## config.mk

```make
export PLATFORM = sky130hd
export DESIGN_NAME = pipe_hazard_ctrl
export DESIGN_NICKNAME = d
export VERILOG_FILES = /design/src/rtl/pipe_hazard_ctrl_pkg.sv /design/src/rtl/pipe_hazard_ctrl_sat_counter.sv /design/src/rtl/pipe_hazard_ctrl.sv
export SDC_FILE = /design/constraint.sdc
export NUM_CORES = 1
export LEC_CHECK = 0
export BUFFER_PORTS_ARGS = -buffer_cell sky130_fd_sc_hd__buf_2
export CAP_MARGIN = 20
export CORE_MARGIN = 2
export CORE_UTILIZATION = 57
export CTS_BUF_LIST = sky130_fd_sc_hd__clkbuf_8
export DETAILED_ROUTE_END_ITERATION = 8
export PLACE_DENSITY = 0.88
export SLEW_MARGIN = 30
export SYNTH_ARGS = -nofsm -noshare
export SYNTH_HDL_FRONTEND = slang
export SYNTH_SLANG_ARGS = --single-unit
export TNS_END_PERCENT = 5
```

## constraint.sdc

```tcl
create_clock -name clk -period 4.4 [get_ports clk]
set_clock_uncertainty 0.1 [all_clocks]
set_input_delay 0 -clock clk [delete_from_list [all_inputs] [get_ports clk]]
set_output_delay 0 -clock clk [all_outputs]
set_load 0.01 [all_outputs]
```

## src/rtl/pipe_hazard_ctrl_pkg.sv

```systemverilog
// Shared types and constants for the pipeline hazard controller.
//   state_t      : controller FSM states (RUN=0, MEM_WAIT=1, FAULT=2)
//   REG_ZERO     : architectural $zero register index
//   ctrl_word_t  : pipeline-register control word; BUBBLE_CTRL is the all-zero
//                  word loaded by every flushed pipeline register
//   load_use_hit : load-use hazard detection between EX and ID
package pipe_hazard_ctrl_pkg;

    typedef enum logic [1:0] {
        RUN      = 2'd0,
        MEM_WAIT = 2'd1,
        FAULT    = 2'd2
    } state_t;

    localparam logic [4:0] REG_ZERO = 5'd0;

    typedef struct packed {
        logic       reg_write;
        logic       mem_to_reg;
        logic       mem_read;
        logic       mem_write;
        logic       branch;
        logic       alu_src;
        logic       reg_dst;
        logic [1:0] alu_op;
    } ctrl_word_t;

    localparam ctrl_word_t BUBBLE_CTRL = '0;

    // A load in EX whose destination feeds an ID source operand. $zero is
    // never a real dependency because it is hard-wired to zero.
    function automatic logic load_use_hit(
        input logic       ex_mem_read,
        input logic [4:0] ex_rt,
        input logic [4:0] id_rs,
        input logic [4:0] id_rt,
        input logic       id_uses_rt
    );
        return ex_mem_read && (ex_rt != REG_ZERO) &&
               ((ex_rt == id_rs) || (id_uses_rt && (ex_rt == id_rt)));
    endfunction

endpackage

```

## src/rtl/pipe_hazard_ctrl_sat_counter.sv

```systemverilog
// Saturating up-counter used for the stall/flush statistics.
//   clk, rst : clock and asynchronous active-high reset
//   clr      : synchronous clear (wins over inc)
//   inc      : count one event this cycle
//   count    : current value, sticks at all ones
module sat_counter #(
    parameter int W = 16
) (
    input  logic         clk,
    input  logic         rst,
    input  logic         clr,
    input  logic         inc,
    output logic [W-1:0] count
);

    // NOTE: sequential state uses non-blocking assignments so every flop
    // samples pre-edge values regardless of process evaluation order.
    always_ff @(posedge clk or posedge rst) begin
        if (rst) begin
            count <= '0;
        end else if (clr) begin
            count <= '0;
        end else if (inc && (count != '1)) begin
            count <= count + 1'b1;
        end
    end

endmodule

```

## src/rtl/pipe_hazard_ctrl.sv

```systemverilog
// Central stall/flush controller for the 5-stage pipeline.
//   Inputs : ID source fields (idRs, idRt, idUsesRt), load in EX (exMemRead,
//            exRt), branch/zero and memory flags held in EX/MEM, dmemReady.
//   Outputs: dmemReq, register load enables (pcWrite, ifidWrite, idexWrite,
//            exmemWrite), bubble controls (ifidFlush, idexFlush, exmemFlush,
//            memwbFlush), pcSrc, sticky memTimeout, and saturating
//            stallCycles / flushCount statistics.
// Control outputs are combinational from state and inputs; state, the memory
// wait counter and the statistics are registered.
module pipe_hazard_ctrl
    import pipe_hazard_ctrl_pkg::*;
#(
    parameter int MEM_TIMEOUT = 16,
    parameter int CNT_W       = 16
) (
    input  logic             clk,
    input  logic             rst,
    input  logic [4:0]       idRs,
    input  logic [4:0]       idRt,
    input  logic             idUsesRt,
    input  logic             exMemRead,
    input  logic [4:0]       exRt,
    input  logic             memBranch,
    input  logic             memZero,
    input  logic             memMemRead,
    input  logic             memMemWrite,
    input  logic             dmemReady,
    output logic             dmemReq,
    output logic             pcWrite,
    output logic             ifidWrite,
    output logic             idexWrite,
    output logic             exmemWrite,
    output logic             ifidFlush,
    output logic             idexFlush,
    output logic             exmemFlush,
    output logic             memwbFlush,
    output logic             pcSrc,
    output logic             memTimeout,
    output logic [CNT_W-1:0] stallCycles,
    output logic [CNT_W-1:0] flushCount
);

    localparam int WAIT_W = $clog2(MEM_TIMEOUT + 1);
    localparam logic [WAIT_W-1:0] WAIT_MAX = WAIT_W'(MEM_TIMEOUT);

    state_t            state, next_state;
    logic [WAIT_W-1:0] wait_cnt, wait_next;
    logic              load_use;
    logic              taken;
    logic              mem_access;
    logic              resolve;

    assign load_use   = load_use_hit(exMemRead, exRt, idRs, idRt, idUsesRt);
    assign taken      = memBranch & memZero;
    assign mem_access = memMemRead | memMemWrite;

    always_ff @(posedge clk or posedge rst) begin
        if (rst) begin
            state    <= RUN;
            wait_cnt <= '0;
        end else begin
            state    <= next_state;
            wait_cnt <= wait_next;
        end
    end

    // NOTE: every output of this block gets a default first, so no path can
    // leave a value unassigned and infer a latch.
    always_comb begin
        next_state = state;
        wait_next  = wait_cnt;
        resolve    = 1'b0;
        dmemReq    = 1'b0;
        pcWrite    = 1'b1;
        ifidWrite  = 1'b1;
        idexWrite  = 1'b1;
        exmemWrite = 1'b1;
        ifidFlush  = 1'b0;
        idexFlush  = 1'b0;
        exmemFlush = 1'b0;
        memwbFlush = 1'b0;
        pcSrc      = 1'b0;
        memTimeout = 1'b0;

        unique case (state)
            RUN: begin
                wait_next = '0;
                dmemReq   = mem_access;
                if (mem_access && !dmemReady) begin
                    // Freeze everything up to EX/MEM; MEM/WB takes a bubble
                    // because the access has not produced a result yet.
                    {pcWrite, ifidWrite, idexWrite, exmemWrite} = 4'b0000;
                    memwbFlush = 1'b1;
                    next_state = MEM_WAIT;
                    wait_next  = WAIT_W'(1);
                end else begin
                    resolve = 1'b1;
                end
            end
            MEM_WAIT: begin
                dmemReq = 1'b1;
                if (!dmemReady) begin
                    {pcWrite, ifidWrite, idexWrite, exmemWrite} = 4'b0000;
                    memwbFlush = 1'b1;
                    if (wait_cnt == WAIT_MAX) begin
                        next_state = FAULT;
                    end else begin
                        wait_next = wait_cnt + 1'b1;
                    end
                end else begin
                    // Release in the completing cycle; hazards that piled up
                    // behind the access are resolved right away.
                    next_state = RUN;
                    wait_next  = '0;
                    resolve    = 1'b1;
                end
            end
            FAULT: begin
                {pcWrite, ifidWrite, idexWrite, exmemWrite} = 4'b0000;
                memwbFlush = 1'b1;
                memTimeout = 1'b1;
            end
            default: begin
                next_state = RUN;
                wait_next  = '0;
            end
        endcase

        // Taken branch squashes IF/ID, ID/EX and EX/MEM, which also removes
        // any load-use consumer, so it takes priority.
        if (resolve) begin
            if (taken) begin
                pcSrc      = 1'b1;
                ifidFlush  = 1'b1;
                idexFlush  = 1'b1;
                exmemFlush = 1'b1;
            end else if (load_use) begin
                pcWrite   = 1'b0;
                ifidWrite = 1'b0;
                idexFlush = 1'b1;
            end
        end

        if (rst) begin
            dmemReq    = 1'b0;
            pcWrite    = 1'b0;
            ifidWrite  = 1'b0;
            idexWrite  = 1'b0;
            exmemWrite = 1'b0;
            ifidFlush  = 1'b0;
            idexFlush  = 1'b0;
            exmemFlush = 1'b0;
            memwbFlush = 1'b0;
            pcSrc      = 1'b0;
            memTimeout = 1'b0;
        end
    end

    sat_counter #(.W(CNT_W)) u_stall_cnt (
        .clk   (clk),
        .rst   (rst),
        .clr   (1'b0),
        .inc   (!pcWrite),
        .count (stallCycles)
    );

    sat_counter #(.W(CNT_W)) u_flush_cnt (
        .clk   (clk),
        .rst   (rst),
        .clr   (1'b0),
        .inc   (pcSrc),
        .count (flushCount)
    );

endmodule

```

==> flow_summary.toml, run 1 <==
[sta]
slew_headroom_pct = 61.8
period_minus_slack_ps = 2180
period_share_pct = 49.7
tns_ps = 0
rsz0062_at_grt = "false"
slew_viol_final = 0
setup_ws_ps = 2220
fmax_mhz = 458
hold_violations = 0
worst_pin_slew_ps = 572
finalSetupViolCount = 0

[clocking]
cts-resized-gates = 0
cts_buffers = 5
clock_sinks = 39
cts_root_buffer = "clkbuf_8"
insertion_delay_ps = 290
post_cts.repair.setup_buffers = 0
cts.clk_slew.worst_paths_ps = 80
h-tree-depth = 2
cts_tree = "yes"
cts_buffer_depth = 2

[setup_path]
crit_path_start = "u_stall_cnt.count[4]$_DFFE_PP0P_"
cp.required_ps = 4470
endpoint_kind = "flip-flop"
cp.arrival_ps = 2260
cp_num_buf_inv = 0
crit_path_start_kind = "flip-flop"
r2r-start = "u_stall_cnt.count[4]$_DFFE_PP0P_"
critPathMaxStageDelay_ps = 480
reg2reg_depth = 6
cp.depth = 6
worst-path-max-fanout = 8
crit_slowest_cell = "nor4_2"
crit_chain = "nand4_2, nor4_2, nor4_1, a21oi_2, nor2_1, xor2_1"
crit_family = "simple AND/OR/NAND/NOR gates"
crit_type = "flip-flop to flip-flop"

[placement]
dp_cells = 320
gp_congestion = 0.803
pre_cts_ws_ps = 2270
dp_hpwl_mm = 3.33
post_dp_cell_area_um2 = 2500
port_buffers = 66

[power]
power.density_nw_per_um2 = 473
p_leak_uw = 0.00122
ir_worst_vdd_mv = 0.350

[layout]
design_area_um2 = 2630
final_cells = 329
n_antenna_cell = 0
drive_gt1_share_pct = 32.7
area_growth_pct = 22.7
final_nets = 308

[yosys]
synth_top_area_cell = "dfrtp_1"
synthFlopType = "dfrtp_1"
ys_top_cells_by_count = "dfrtp_1 (39), xnor2_1 (27), nand2_1 (18)"
netlist_area_um2 = 2140
syn-num-nets = 238
synthArstFlopShare_pct = 100
yosys.cell_count.top_type = "dfrtp_1"
synth.area.top_cells = "dfrtp_1 (46%), xnor2_1 (11%), xor2_1 (6.5%), nand3_1 (3.7%), nand2_1 (3.2%)"
synth_top_area_share_pct = 45.6
synth_cell_type_count = 36
synth_edf_count = 0
avgSynthCellArea_um2 = 10.2
ys_ff_latch = 39
ys.warnings.count = 0
synthCells = 210
seq_area_frac_synth_pct = 45.6

[floorplanning]
start_util_pct = 58.9
core.rowCount = 22
core-area_um2 = 3630
fp.dieH_um = 65.3
io_pins = 67
fp.dieW_um = 65.3
dieArea_um2 = 4260

[job]
maxCapViolCount = 0

[grt]
grt_max_degree = 41
antenna_found_initial = 0
grt_overflow = 0
track_usage_pct = 23.9
grt_pass1_vias = 1722
grt_pass1_wl_mm = 7.94

[route]
post_drt_wl_per_cell_um = 14.7
ant_nets = 0
wirelength_mm = 4.84
drc = 0
vias_per_cell = 5.59
via_count = 1838
drt_iter0_drc = 108
drtPass1Iterations = 4

[run_status]
status = "finished clean"

[min_path]
hp-start = "dmemReady"
hold_path_class = "input pin to flip-flop"
whs_path_depth = 4
-- cells in the final DEF (no fill, tap or decap), drive strengths merged, types with 5 or more instances in the layout --
| master | count |
|---|---|
| xor2 | 16 |
| inv | 8 |
| dfrtp | 39 |
| nand3 | 16 |
| nand2 | 18 |
| xnor2 | 27 |
| clkbuf | 5 |
| a21oi | 6 |
| nand4 | 10 |
| nor2 | 17 |
| nor3 | 11 |
| buf | 67 |
| nor4 | 5 |
| o21ai | 5 |
-- metrics by stage --
step	hold slack, ps	util, %	total power [uW]
after floorplan	-55.9	-	792
after global placement	83.4	68.9	930
after detailed placement	89.1	68.9	944
after CTS	28.9	72.3	1250
after global routing	56.2	72.3	1320
final	46.6	72.3	1240
-- final cells by class --
class	instances	area, um2
clock buffer	5	68.8
clock inverter	3	43.8
fill	303	1010
inverter	8	30.0
multi-input combinational	158	1100
sequential	39	976
tap	48	60.1
timing repair buffer	68	348
-- logic make-up after synthesis --
logic type	after synthesis	synth area share (%)
compound gates	20	6.96
simple gates	89	23.3
fa+ha+maj	4	2.34
buf+inv	13	2.98
xor+xnor	43	17.6
flops	39	45.6
mux	2	1.23
-- worst reg2reg max path: stages (launching register included) --
cell and delay, ps:
dfrtp_1 450, nand4_2 280, nor4_2 480, nor4_1 130, a21oi_2 370, nor2_1 110
xor2_1 150
-- timing repair --
item / in CTS / in global routing
setup endpoints to repair: 0 / 0
hold endpoints to repair: 39 / 0
hold buffers: 1 / 0
-- where the power goes --
part           internal [uW]  leakage, uW  switching, uW
logic                    172     0.000676            217
registers                444     0.000484            113
clock network            169    0.0000581            128
total                    785      0.00122            458
-- registers in the layout, indices dropped and copies added (netlist names) --
signal,flops
wait_cnt,5
state,2
u_flush_cnt.count,16
u_stall_cnt.count,16
-- worst paths after layout --
check	to	slack [ps]
setup / recovery	u_stall_cnt.count[12]$_DFFE_PP0P_	2220
hold / removal	state[1]$_DFFE_PP0P_	50
setup reg to reg	u_stall_cnt.count[12]$_DFFE_PP0P_	2220
hold reg to reg	u_flush_cnt.count[7]$_DFFE_PP0P_	390
max in group asynchronous	wait_cnt[3]$_DFFE_PP0P_	3510
min in group asynchronous	u_stall_cnt.count[0]$_DFFE_PP0P_	320
-- layer usage --
metal / track usage, % / share of wire, % / vias up / routed length (um)
li1: - / - / 871 / -
met1: 29.1 / 42 / 888 / 2020
met2: 41.3 / 51 / 67 / 2480
met3: 4.62 / 5.0 / 12 / 243
met4: 9.90 / 2.1 / 0 / 104
met5: 0 / 0 / - / 0
Note: power is estimated with default switching activity, not from simulation.
==> run 2, diff against run 1 <==
Settings changed: CORE_UTILIZATION 57 to 53, PLACE_DENSITY 0.88 to 0.82.
Clock period 4.4 ns to 2.2 ns, I/O delays scaled along.
==> run 2 against run 1 <==
Effect of this change: die area is 7.1% higher; first-iteration DRC count is 12% lower; clock power is 59% higher; largest power group unchanged; count of clock-buffer cells in the layout stayed put; highest routed layer unchanged; combinational power is 99% higher; setup slack worse by 2000 ps; routed wire length is 9.0% lower; largest cell class unchanged; flip-flop and latch count stayed put; critical path depth stayed put.
==> flow_summary.toml, run 2 (synthesis gave the netlist of run 1 again) <==
[min_path]
min_to = "state[1]$_DFFE_PP0P_"
whs_path_depth = 4
hp-start = "dmemReady"
hold_path_class = "input pin to flip-flop"

[floorplanning]
fp.dieW_um = 67.5
io_pins = 67
fp.dieH_um = 67.5
dieArea_um2 = 4560
start_util_pct = 54.3
core.rowCount = 23
core-area_um2 = 3940

[route]
drt_iter0_drc = 95
post_drt_wl_per_cell_um = 13.3
via_count = 1742
drtPass1Iterations = 4
drc = 0
ant_nets = 0
wirelength_mm = 4.41
vias_per_cell = 5.25

[power]
netSwitchingFraction_pct = 38.0
clkPwrFrac_pct = 20.0
p_int_uw = 1460
power.density_nw_per_um2 = 903
combPwrFrac_pct = 32.8
p_leak_uw = 0.00121
sequentialPowerShare_pct = 47.2
ir_worst_vdd_mv = 0.676
power.switching_uw = 895

[layout]
final_nets = 309
multi_input_area_um2 = 1100
final_common_cell = "buf_2"
area_growth_pct = 21.9
n_antenna_cell = 0
layout_common_cells = "buf_2 (66), dfrtp_1 (39), xnor2_1 (27), nand2_1 (18)"
drive_gt1_share_pct = 32.6
regArea_um2 = 976
design_area_um2 = 2610
top_regs = "u_flush_cnt.count x16, u_stall_cnt.count x16, wait_cnt x5"
fillers = 330

[sta]
slew_viol_final = 0
finalSetupViolCount = 0
tns_ps = 0
rsz0062_at_grt = "false"
hold_violations = 0
worst_pin_slew_ps = 585
period_share_pct = 92.2
slew_headroom_pct = 61.0
period_minus_slack_ps = 2030
fmax_mhz = 493

[grt]
grt_max_degree = 40
grt_pass1_vias = 1661
grt_pass1_wl_mm = 7.24
antenna_found_initial = 0
grt_overflow = 0
track_usage_pct = 21.4

[placement]
dp_hpwl_mm = 3.38
port_buffers = 66
post_dp_cell_area_um2 = 2510
gp_congestion = 0.817

[clocking]
cts-resized-gates = 0
clock_sinks = 39
cts_hold_buf = 1
cts_root_buffer = "clkbuf_8"
cts_buffers = 5
cts_tree = "yes"
cts_buffer_depth = 2
insertion_delay_ps = 300
h-tree-depth = 2
cts.clk_slew.worst_paths_ps = 80
post_cts.repair.setup_buffers = 0

[setup_path]
crit_chain = "nor3_4, o21ai_2, nor4_1, a21oi_2, nor3_1, xor2_1"
cp_num_buf_inv = 0
reg2reg_depth = 6
critPathMaxStageDelay_ps = 470
crit_type = "flip-flop to flip-flop"
crit_path_start_kind = "flip-flop"
cp.required_ps = 2310
crit_slowest_cell = "dfrtp_1"
r2r-start = "state[0]$_DFFE_PP0P_"
cp.arrival_ps = 2140
crit_path_start = "state[0]$_DFFE_PP0P_"
r2r_slack_ps = 170
endpoint_kind = "flip-flop"
crit_family = "simple AND/OR/NAND/NOR gates"
r2r-end = "u_stall_cnt.count[9]$_DFFE_PP0P_"
worst-path-max-fanout = 7

[run_status]
status = "finished clean"

[job]
maxCapViolCount = 0
==> run 2: changes by cell type in the layout (fill, tap and decap cells not counted) <==
cell / before / now
inv_1: 8 / 9
buf_4: 1 / 2
bufinv_16: 1 / 0
clkinvlp_4: 0 / 1
clkinv_4: 1 / 0
==> run 2: final cells by class <==
class	instances	area share (%)
clock buffers	5	2.64
clock inverters	3	0.624
inverters	8	1.15
multi-input cells	158	42.2
flip-flops and latches	39	37.4
well taps	50	2.40
repair buffers	69	13.6
==> run 2: worst reg2reg max path, cell delays in order (launching register included) <==
cell	delay (ps)
dfrtp_1	470
nor3_4	310
o21ai_2	110
nor4_1	400
a21oi_2	170
nor3_1	210
xor2_1	170
==> run 2: power by group through the flow <==
stage	combinational (uW)	sequential [uW]	clock [uW]
after floorplan	416	1170	0
after global placement	760	1110	0
after detailed placement	778	1120	0
after CTS	783	1110	480
after global routing	874	1150	508
final	774	1110	471
==> run 2: worst max-delay path by stage <==
| stage | to | slack, ps | depth (start not counted) |
|---|---|---|---|
| 6_report | u_stall_cnt.count[9]$_DFFE_PP0P_ | 170 | 6 |
| 5_1_grt | u_stall_cnt.count[9]$_DFFE_PP0P_ | 20 | 6 |
| 4_1_cts | u_stall_cnt.count[9]$_DFFE_PP0P_ | 150 | 6 |
| 3_5_place_dp | u_stall_cnt.count[9]$_DFFE_PP0P_ | 180 | 6 |
| 3_3_place_gp | u_stall_cnt.count[13]$_DFFE_PP0P_ | 260 | 7 |
| 2_1_floorplan | u_stall_cnt.count[1]$_DFFE_PP0P_ | 60 | 5 |
==> run 2: per-stage QoR <==
step	hold slack [ps]	instances	util, %	worst slack, ps	power (uW)
after global placement	113	323	63.8	260	1870
after detailed placement	113	323	63.8	181	1900
after floorplan	-55.9	210	-	57.3	1580
after global routing	44.5	332	66.2	17.5	2530
final	27.1	332	66.2	172	2360
after CTS	26.1	332	66.2	152	2370
==> run 2: layer usage <==
layer / wire length [um] / vias to the layer above / track usage (%)
met5: 0 / - / 0
met4: 90 / 0 / 8.67
met3: 174 / 10 / 4.33
met2: 2260 / 37 / 35.8
met1: 1890 / 827 / 27.0
li1: - / 868 / -
==> run 3, diff against run 2 <==
Settings changed: CORE_UTILIZATION 53 to 51, CTS_BUF_LIST sky130_fd_sc_hd__clkbuf_8 to unset, PLACE_DENSITY 0.82 to 0.8.
==> run 3 against run 2 <==
Effect of this change: hold slack worse by 20 ps; first-iteration DRC count down 36%; register-to-register slack about the same; flip-flop and latch count unchanged; sequential share of layout area unchanged; final area unchanged; non-clock buffer count unchanged; combinational power up 2%; utilization down 1.4 points; final cell count unchanged; clock power up 3%.
==> flow_summary.toml, run 3 (synthesis gave the netlist of run 1 again) <==
[grt]
grt_pass1_vias = 1659
use_met1_pct = 24.9
grt_busiest_layer = "met2"
grt_pass1_wl_mm = 7.45
use_met3_pct = 5.36
track_usage_pct = 21.4
grt_max_degree = 40
grt_overflow = 0
use_met2_pct = 37.5
antenna_found_initial = 0

[route]
vias_per_cell = 5.36
drt_iter0_drc = 61
drtPass1Iterations = 5
post_drt_wl_per_cell_um = 14.4
ant_nets = 0
via_count = 1779
drc = 0
wirelength_mm = 4.79

[clocking]
post_cts.repair.setup_buffers = 0
cts_root_buffer = "clkbuf_8"
cts.clk_slew.worst_paths_ps = 80
cts-resized-gates = 0
clock_sinks = 39
insertion_delay_ps = 300
h-tree-depth = 2
cts_tree = "yes"
cts_buffers = 5
cts_buffer_depth = 2
cts_hold_buf = 1

[floorplanning]
core-area_um2 = 4030
fp.dieH_um = 68.8
fp.dieW_um = 68.8
io_pins = 67
start_util_pct = 53.1
dieArea_um2 = 4730
core.rowCount = 23

[setup_path]
crit_chain = "nor3_4, o21ai_2, nor4_1, a21oi_2, nor3_1, xor2_1"
crit_type = "flip-flop to flip-flop"
cp.required_ps = 2330
cp_num_buf_inv = 0
critPathMaxStageDelay_ps = 470
crit_path_start_kind = "flip-flop"
crit_slowest_cell = "dfrtp_1"
endpoint_kind = "flip-flop"
crit_family = "simple AND/OR/NAND/NOR gates"
worst-path-max-fanout = 7
cp.arrival_ps = 2150

[power]
p_int_uw = 1470
power.switching_uw = 924
combPwrFrac_pct = 33.0
sequentialPowerShare_pct = 46.8
p_total_uw = 2390
power.density_nw_per_um2 = 917
p_leak_uw = 0.00121
netSwitchingFraction_pct = 38.6
ir_worst_vdd_mv = 0.668
clkPwrFrac_pct = 20.2

[sta]
period_minus_slack_ps = 2020
slew_viol_final = 0
rsz0062_at_grt = "false"
slew_headroom_pct = 62.2
tns_ps = 0
fin_hold_ws_ps = 7.31
worst_pin_slew_ps = 563
finalSetupViolCount = 0
fmax_mhz = 495
hold_violations = 0
setup_ws_ps = 179
period_share_pct = 91.9

[placement]
pre_cts_ws_ps = 179
port_buffers = 66
dp_hpwl_mm = 3.46
gp_congestion = 0.787

[layout]
final_common_cell = "buf_2"
fin_util_pct = 64.8
n_antenna_cell = 0
final_nets = 309
area_growth_pct = 21.9
layout_common_cells = "buf_2 (66), dfrtp_1 (39), xnor2_1 (27), nand2_1 (18)"
top_regs = "u_flush_cnt.count x16, u_stall_cnt.count x16, wait_cnt x5"
drive_gt1_share_pct = 32.6

[min_path]
hold_path_class = "input pin to flip-flop"

[run_status]
status = "finished clean"

[job]
maxCapViolCount = 0
run 3: changes by cell type in the layout (fill, tap and decap cells not counted):
cell	change
clkbuf_1	+1
inv_1	-1
run 3: path summary, 6_finish.rpt:
path	startpoint	endpoint	slack, ps	depth (start not counted)
worst min register to register	u_flush_cnt.count[7]$_DFFE_PP0P_	u_flush_cnt.count[7]$_DFFE_PP0P_	390	1
worst min-delay path	dmemReady	state[1]$_DFFE_PP0P_	7	4
min in group asynchronous	rst	u_flush_cnt.count[8]$_DFFE_PP0P_	320	4
max in group asynchronous	rst	u_stall_cnt.count[2]$_DFFE_PP0P_	1330	4
worst max-delay path	state[0]$_DFFE_PP0P_	u_stall_cnt.count[9]$_DFFE_PP0P_	180	6
worst max register to register	state[0]$_DFFE_PP0P_	u_stall_cnt.count[9]$_DFFE_PP0P_	180	6
run 3: area by class of cell:
class | instances | area [um2]
clock buffers | 6 | 72.6
fillers | 345 | 1420
inverters | 8 | 30.0
clock inverters | 2 | 12.5
flip-flops and latches | 39 | 976
repair buffers | 69 | 355
multi-input cells | 158 | 1100
well taps | 50 | 62.6
run 3: power groups by stage:
stage | logic (uW) | registers, uW | clock network [uW]
after floorplan | 416 | 1170 | 0
after global placement | 763 | 1120 | 0
after detailed placement | 794 | 1120 | 0
after CTS | 800 | 1110 | 495
after global routing | 868 | 1150 | 523
final | 789 | 1120 | 483
run 3: per-layer routing:
layer	up-vias	part of all wire, %
li1	875	-
met1	849	43
met2	46	50
met3	9	4.6
met4	0	2.2
met5	-	0
run 3: tightest hold or removal path, stage by stage:
cell and delay [ps]:
buf_2 130, nor2_1 80, nand3_1 80, nand2_1 70
run 3: stage by stage:
step / cell area [um2] / std cells
floorplan: 2140 / 210
global placement: 2510 / 323
detailed placement: 2510 / 323
CTS: 2610 / 332
global route: 2610 / 332
finish: 2610 / 332
